## src/rtl/booth_multdiv_mult_if.sv

```systemverilog
// booth_multdiv_mult_if: operand/start and result/strobe bundle between operand path and multiplier
interface booth_multdiv_mult_if #(parameter int WIDTH = 32);
  logic ctrl_MULT;
  logic [WIDTH-1:0] data_operandA;
  logic [WIDTH-1:0] data_operandB;
  logic [WIDTH-1:0] data_result;
  logic data_exception;
  logic data_resultRDY;
  logic busy;
  modport master (
    output ctrl_MULT, data_operandA, data_operandB,
    input data_result, data_exception, data_resultRDY, busy
  );
  modport slave (
    input ctrl_MULT, data_operandA, data_operandB,
    output data_result, data_exception, data_resultRDY, busy
  );
endinterface

```

## src/rtl/booth_multdiv_mult.sv

```systemverilog
// booth_multdiv_mult: iterative radix-4 Booth signed multiplier returning the low product word and overflow
module booth_multdiv_mult #(
  parameter int WIDTH = 32
) (
  input logic clock,
  input logic reset,
  booth_multdiv_mult_if.slave bus
);
  localparam int N = WIDTH / 2;
  localparam int CW = $clog2(N) + 1;
  typedef enum logic [1:0] {IDLE, BUSY, DONE} state_t;
  state_t state, state_n;
  logic [WIDTH+1:0] m, acc, sel, sum;
  logic [WIDTH-1:0] q, result;
  logic qm1, exc, last;
  logic [CW-1:0] cnt;
  logic [2*WIDTH+2:0] shifted;
  logic [WIDTH:0] hi;
  always_comb begin
    sel = '0;
    unique case ({q[1:0], qm1})
      3'b001, 3'b010: sel = m;
      3'b011: sel = m << 1;
      3'b100: sel = -(m << 1);
      3'b101, 3'b110: sel = -m;
      default: sel = '0;
    endcase
    sum = acc + sel;
    shifted = $signed({sum, q, qm1}) >>> 2;
    last = cnt == CW'(N);
    // Product bits [2W-1:W-1] must all match the sign for the low word to be exact
    hi = {acc[WIDTH-1:0], q[WIDTH-1]};
    state_n = bus.ctrl_MULT ? BUSY : state == BUSY ? (last ? DONE : BUSY) : IDLE;
  end
  always_ff @(posedge clock) begin
    if (reset) state <= IDLE;
    else state <= state_n;
  end
  always_ff @(posedge clock) begin
    if (reset) begin
      m <= '0;
      acc <= '0;
      q <= '0;
      qm1 <= 1'b0;
      cnt <= '0;
      result <= '0;
      exc <= 1'b0;
    end else if (bus.ctrl_MULT) begin
      m <= {{2{bus.data_operandA[WIDTH-1]}}, bus.data_operandA};
      acc <= '0;
      q <= bus.data_operandB;
      qm1 <= 1'b0;
      cnt <= '0;
    end else if (state == BUSY && !last) begin
      acc <= shifted[2*WIDTH+2:WIDTH+1];
      q <= shifted[WIDTH:1];
      qm1 <= shifted[0];
      cnt <= cnt + 1'b1;
    end else if (state == BUSY) begin
      result <= q;
      exc <= ~(&hi | ~|hi);
    end
  end
  assign bus.data_result = result;
  assign bus.data_exception = exc;
  assign bus.data_resultRDY = state == DONE;
  assign bus.busy = state == BUSY;
endmodule

```

## src/flat_wrapper.sv

```systemverilog
// flat-port wrapper written by rule: the top's interface ports become plain ports
module booth_multdiv_mult_flat 
#(
  parameter int WIDTH = 32
)
  (clock, reset, bus_ctrl_MULT, bus_data_operandA, bus_data_operandB, bus_data_result, bus_data_exception, bus_data_resultRDY, bus_busy);
  booth_multdiv_mult_if #(.WIDTH(WIDTH)) bus_i ();
  input logic clock;
  input logic reset;
  input wire logic [$bits(bus_i.ctrl_MULT)-1:0] bus_ctrl_MULT;
  input wire logic [$bits(bus_i.data_operandA)-1:0] bus_data_operandA;
  input wire logic [$bits(bus_i.data_operandB)-1:0] bus_data_operandB;
  output wire logic [$bits(bus_i.data_result)-1:0] bus_data_result;
  output wire logic [$bits(bus_i.data_exception)-1:0] bus_data_exception;
  output wire logic [$bits(bus_i.data_resultRDY)-1:0] bus_data_resultRDY;
  output wire logic [$bits(bus_i.busy)-1:0] bus_busy;
  assign bus_i.ctrl_MULT = bus_ctrl_MULT;
  assign bus_i.data_operandA = bus_data_operandA;
  assign bus_i.data_operandB = bus_data_operandB;
  assign bus_data_result = bus_i.data_result;
  assign bus_data_exception = bus_i.data_exception;
  assign bus_data_resultRDY = bus_i.data_resultRDY;
  assign bus_busy = bus_i.busy;
  booth_multdiv_mult #(.WIDTH(WIDTH)) u_core (.clock(clock), .reset(reset), .bus(bus_i));
endmodule
```

## config.mk

```make
export PLATFORM = sky130hd
export DESIGN_NAME = booth_multdiv_mult_flat
export DESIGN_NICKNAME = d
export VERILOG_FILES = /design/src/rtl/booth_multdiv_mult_if.sv /design/src/rtl/booth_multdiv_mult.sv /design/src/flat_wrapper.sv
export SDC_FILE = /design/constraint.sdc
export NUM_CORES = 1
export LEC_CHECK = 0
export CORE_MARGIN = 10
export CORE_UTILIZATION = 55
export CTS_CLUSTER_DIAMETER = 60
export DETAILED_ROUTE_END_ITERATION = 8
export GPL_TIMING_DRIVEN = 0
export PLACE_DENSITY = 0.77
export SLEW_MARGIN = 15
export SYNTH_ARGS = -nofsm -noshare
export SYNTH_HDL_FRONTEND = slang
export SYNTH_SLANG_ARGS = --single-unit
```

## constraint.sdc

```tcl
create_clock -name clock -period 11.1 [get_ports clock]
set_input_delay 1.665 -clock clock [delete_from_list [all_inputs] [get_ports clock]]
set_output_delay 1.665 -clock clock [all_outputs]
set_load 0.005 [all_outputs]
```

* Word level (Yosys, flattened, before mapping) *
Index checks and enable logic that the tools add are counted.

storage, ports and cells
  output and inout bits = 35
  register bits after elaboration = 137
  word-level logic and storage cells = 44

cells by class
  bitwise logic cells = 5
  equal/unequal tests = 9
  reduce and logical (&&, ||, !) cells = 11
  $add $sub $neg = 4
  multiplexer cells = 6

operator list
  cell                   number
  $pmux W34 S4           1
  $neg A34 Y34           2
  $mux W32               2
  $add A34 B34 Y34       1
  $reduce_and A33 Y1     1
  $reduce_or A33 Y1      1
  $eq A3 B3 Y1 const B   3
  $eq A3 B2 Y1 const B   2
  $reduce_or A2 Y1       3
  $add A5 B1 Y5 const B  1
  $eq A5 B5 Y1 const B   1
  $not A1 Y1             4
  $eq A3 B1 Y1 const B   1
  $reduce_and A3 Y1      1
  $reduce_or A3 Y1       1
  $eq A2 B1 Y1 const B   1
  $eq A2 B2 Y1 const B   1
  $logic_not A1 Y1       2
  $mux W1                2
  $mux W2                1
  $reduce_bool A2 Y1     1
  $logic_and A1 B1 Y1    1
  $or A1 B1 Y1           1

* Logic depth before layout (Yosys ltp) *
  depth in word-level cells = 6
  gate-level depth with buffers = 22
  gate-level depth less buffers = 20

* Least setup slack after synthesis *
No wires, ideal clock.

  path kind = register to register
  start = reg u_core.m[4]
  end = reg u_core.acc[24]
  slack = 6.675 ns
  cell stages (with the launch flop) = 19
  buffers on the path = 3
  arrival = 4.334 ns
  required time = 11.009 ns
  path through = dfxtp_1 buf_6 or4_1 buf_2 nor4b_4 nand2_1 nor4_1 nand2b_1 xnor2_1 a221oi_1 a21oi_1 ha_1 clkbuf_1 inv_1 o41ai_2 a21oi_1 and2_1 or3_1 a311oi_1

on the way
  cells in the longest elaborated chain, start to end = 3
  elaborated cells on any way between the ends = 4
  classes of those cells = add/sub: 3; mux: 1

ends and longest elaborated chain
  item                             line                                                text
  from (decl)                      booth_multdiv_mult.sv:13                            logic [WIDTH+1:0] m, acc, sel, sum;
  from (signal assigned)           booth_multdiv_mult.sv:49                            m <= {{2{bus.data_operandA[WIDTH-1]}}, bus.data_operandA};
  $neg A34 Y34 (on tied branches)  booth_multdiv_mult.sv:25, booth_multdiv_mult.sv:24
  $pmux W34 S4 *                   booth_multdiv_mult.sv:21                            unique case ({q[1:0], qm1})
  $add A34 B34 Y34 *               booth_multdiv_mult.sv:28                            sum = acc + sel;
  to (signal assigned)             booth_multdiv_mult.sv:55                            acc <= shifted[2*WIDTH+2:WIDTH+1];
  to (decl)                        booth_multdiv_mult.sv:13

Every way passes the cells marked *; elsewhere a longest branch is shown, timed or not.
A chain may end at the register's enable or synchronous reset.

* Final worst setup path *
  start = reg u_core.m[5]
  end = reg, netlist name u_core.acc[31]

on the way
  cells in the longest elaborated chain, start to end = 3
  elaborated cells on any way between the ends = 4
  classes of those cells = add/sub: 3; mux: 1

ends and longest elaborated chain
  item                             line
  $neg A34 Y34 (on tied branches)  booth_multdiv_mult.sv:25, booth_multdiv_mult.sv:24
  $pmux W34 S4 *                   booth_multdiv_mult.sv:21
  $add A34 B34 Y34 *               booth_multdiv_mult.sv:28

Marked as above.

==> run metrics <==
result of the run complete, no violations; final setup skew 0.01171 ns; hold_sp u_core.bus.data_result[8]; Worst-Skew Late Latency 0.44 ns; critical path required time 11.46 ns; RSZ-0062 raised after global routing no; DP HPWL 21.18 mm; combinational share of power 0.185; RR Endpoint u_core.acc[31]; Worst Setup End Kind flop; via count roughly 9400; layout cells sized above 1 0.03341; Buf+Inv Stages, Crit Path 4; vias per std cell 6.033; number of remaining DRC errors 0; Yosys reg bits 137; Initial Utilization 0.5571; most common cell after layout, fill and taps aside nand2_1; synthesized net count around 1300; DR pass1 iterations 6; switching share of power 0.3066; largest net degree at the start of global routing 17; Core Rows 46; core area 15770 sq um; Inserted Clock Buffers 17; crit path to u_core.acc[31]; H-Tree Level Count 4; # fillers 1390; Antenna Nets Post-Route 0; IO Pins about 100; Setup crit start kind flop; # diodes 0; commonest non-fill, non-tap cells in the layout nand2_1, a21oi_1, dfxtp_1; Die Y 146.4 um; CTS tree done; TritonCTS Sinks 137; antenna violations before repair 0; Worst EP arrival around 6.3 ns; gr usage total 0.2540; die area 21430 sq um; Yosys cell types 60; Routed WL 28.50 mm; Largest stage delay, worst path between 0.7 and 0.8 ns; sequential area share after synthesis 0.3122; synth top area cells dfxtp_1, a21oi_1, nand2_1; delay-heaviest family, CP simple AND/OR/NAND/NOR gates; Port Buffer Count 101; FF/Latch Area 2743 sq um; worst path cell trace buf_2, or4_1, buf_2, nor4_1, and2_1, buf_2, xnor2_1, nor2_1, o21ai_0, ha_1, clkbuf_1, nand2_1, o21bai_1, nor3_1, o31ai_1, o21ai_0, o21ai_0, xnor2_1, or3_1, a21oi_1; DRC marker count from the first detailed-route iteration 1147; PostCTS Resize Cnt 0; width of the die 146.4 um; internal reg-to-reg setup slack between 5 and 6 ns; fin area 10630 sq um; Sw Pwr 0.4068 mW; Final Net Count roughly 1400; number of setup buffers added after CTS 0; total of max-cap violations 0; Post-DP Area a little over 10000 sq um; Hold Slack 0.4526 ns; Period minus WS final 5.883 ns; Yosys top cell by area dfxtp_1; internal power 0.9200 mW; Clk pin slew, worst setup/hold paths 0.06 ns; PwrDens 124.8 nW/um^2; Mapped Area 8786 sq um; routability congestion estimate 0.9777; Root Buffer clkbuf_16; final hold viol count 0; Worst path slowest cell nor4_1; Post-synth EDFFs 0; Max Slew Vio Count 0; Levels on crit path 20; Critical path origin u_core.m[5]; Tcrit/Tclk final 0.5300; Syn Inst Count 1214; Avg Inst Size Synth 7.237 sq um; measured slew at the worst slew-check pin 0.9630 ns; Reg-to-Reg Start u_core.m[5]; worst rel slew slack 0.3521; sequential power share 0.396; CP Class reg2reg; Hold Buf Count CTS 0; grt ovf 0; crit-path max FO 8; clk buf depth 2; Setup violations, final 0; Static Leakage 3.997 nW; Peak supply drop 0.0001086 V; Multi-input gate area 5599 sq um; ys async rst share 0; setup TNS 0 ns; first-pass GRT wire length between 40 and 50 mm; share of the synthesized area in the top cell type 0.3122; Ys Warns 0; Clock power frac 0.419; main flop type after synthesis dfxtp_1; vias in the first global route 8643; P&R area growth vs syn 20.98%; Hold Crit Class reg2reg; fmax approximately 0.17 GHz; average wire per standard cell about 18 um; R2R depth 20
[cells in the mapped netlist, drive strengths merged (7+ instances only)]
| library cell | instances |
|---|---|
| nand2 | 238 |
| a21oi | 178 |
| dfxtp | 137 |
| nor2 | 120 |
| clkbuf | 80 |
| o21ai | 47 |
| xnor2 | 45 |
| mux2i | 38 |
| ha | 36 |
| xor2 | 24 |
| inv | 20 |
| nand3 | 20 |
| a21o | 19 |
| nand4 | 19 |
| a22oi | 17 |
| nor3 | 16 |
| buf | 15 |
| a221oi | 14 |
| a211oi | 13 |
| nor4 | 13 |
| or3 | 11 |
| a31oi | 9 |
| o211ai | 7 |
| o22ai | 7 |
| or4 | 7 |
[worst min path at each step]
stage | slack [ns] | cells past startpoint | end
4_1_cts | 0.46 | 2 | u_core.bus.data_result[23]
3_3_place_gp | 0.44 | 2 | u_core.bus.data_result[0]
5_1_grt | 0.48 | 2 | u_core.bus.data_result[2]
2_1_floorplan | 0.45 | 2 | u_core.bus.data_result[10]
3_5_place_dp | 0.45 | 2 | u_core.bus.data_result[23]
6_report | 0.45 | 2 | u_core.bus.data_result[8]
[worst reg2reg max path, stage by stage, from the launching register on]
cell and delay (ns):
dfxtp_1 0.29, buf_2 0.16, or4_1 0.50, buf_2 0.17, nor4_1 0.79, and2_1 0.25
buf_2 0.19, xnor2_1 0.17, nor2_1 0.06, o21ai_0 0.54, ha_1 0.35, clkbuf_1 0.20
nand2_1 0.15, o21bai_1 0.13, nor3_1 0.19, o31ai_1 0.09, o21ai_0 0.68, o21ai_0 0.27
xnor2_1 0.18, or3_1 0.31, a21oi_1 0.13
[metal layers]
metal / share of wire / vias to the layer above / global-route usage
met1: 0.44 / 4337 / 0.3353
li1: - / 4518 / -
met5: 0 / - / 0
met2: 0.45 / 499 / 0.3981
met3: 0.088 / 75 / 0.05562
met4: 0.026 / 0 / 0.09209
[registers in the layout (all words and copies together), names as in the netlist]
signal	count
u_core.acc	32
u_core.bus.data_exception	1
u_core.bus.data_result	32
u_core.cnt	5
u_core.m	32
u_core.q	32
u_core.qm1	1
u_core.state	2
[power by group through the flow]
stage	combinational (mW)	sequential [mW]	clock (mW)
2_1_floorplan	0.161	0.531	0
3_3_place_gp	0.234	0.536	0
6_report	0.245	0.526	0.556
3_5_place_dp	0.237	0.536	0
5_1_grt	0.265	0.528	0.577
4_1_cts	0.239	0.525	0.556
[cells by family (layout without fill, tap and decap cells)]
family / Yosys count / in the layout / share of synthesized area
AO/OA/AOI/OAI: 340 / 340 / 0.2307
AND/OR/NAND/NOR: 477 / 477 / 0.2397
buffers and inverters: 115 / 248 / 0.05056
XOR/XNOR: 69 / 69 / 0.06878
adder cells (fa/ha/maj): 37 / 37 / 0.05355
flip-flops: 137 / 137 / 0.3122
multiplexers: 39 / 39 / 0.04457
[cell type report]
| type | instances | share of cell area |
|---|---|---|
| multi-input cells | 962 | 0.5268 |
| flip-flops and latches | 137 | 0.2580 |
| repair buffers | 101 | 0.09512 |
| clock buffers | 19 | 0.04167 |
| plain buffers | 95 | 0.03473 |
| well taps | 216 | 0.02543 |
| clock inverters | 13 | 0.01118 |
| inverters | 20 | 0.007063 |
[per-stage QoR]
stage               cells  total power [mW]    util  setup WS, ns
floorplan            1214            0.6922       -         6.675
global placement     1531            0.7695  0.6384         5.592
detailed placement   1531            0.7731  0.6384         5.548
CTS                  1563             1.320  0.6740         5.508
global route         1563             1.370  0.6740         4.959
finish               1563             1.327  0.6740         5.217
No activity file was read; power rests on OpenSTA's default activity.
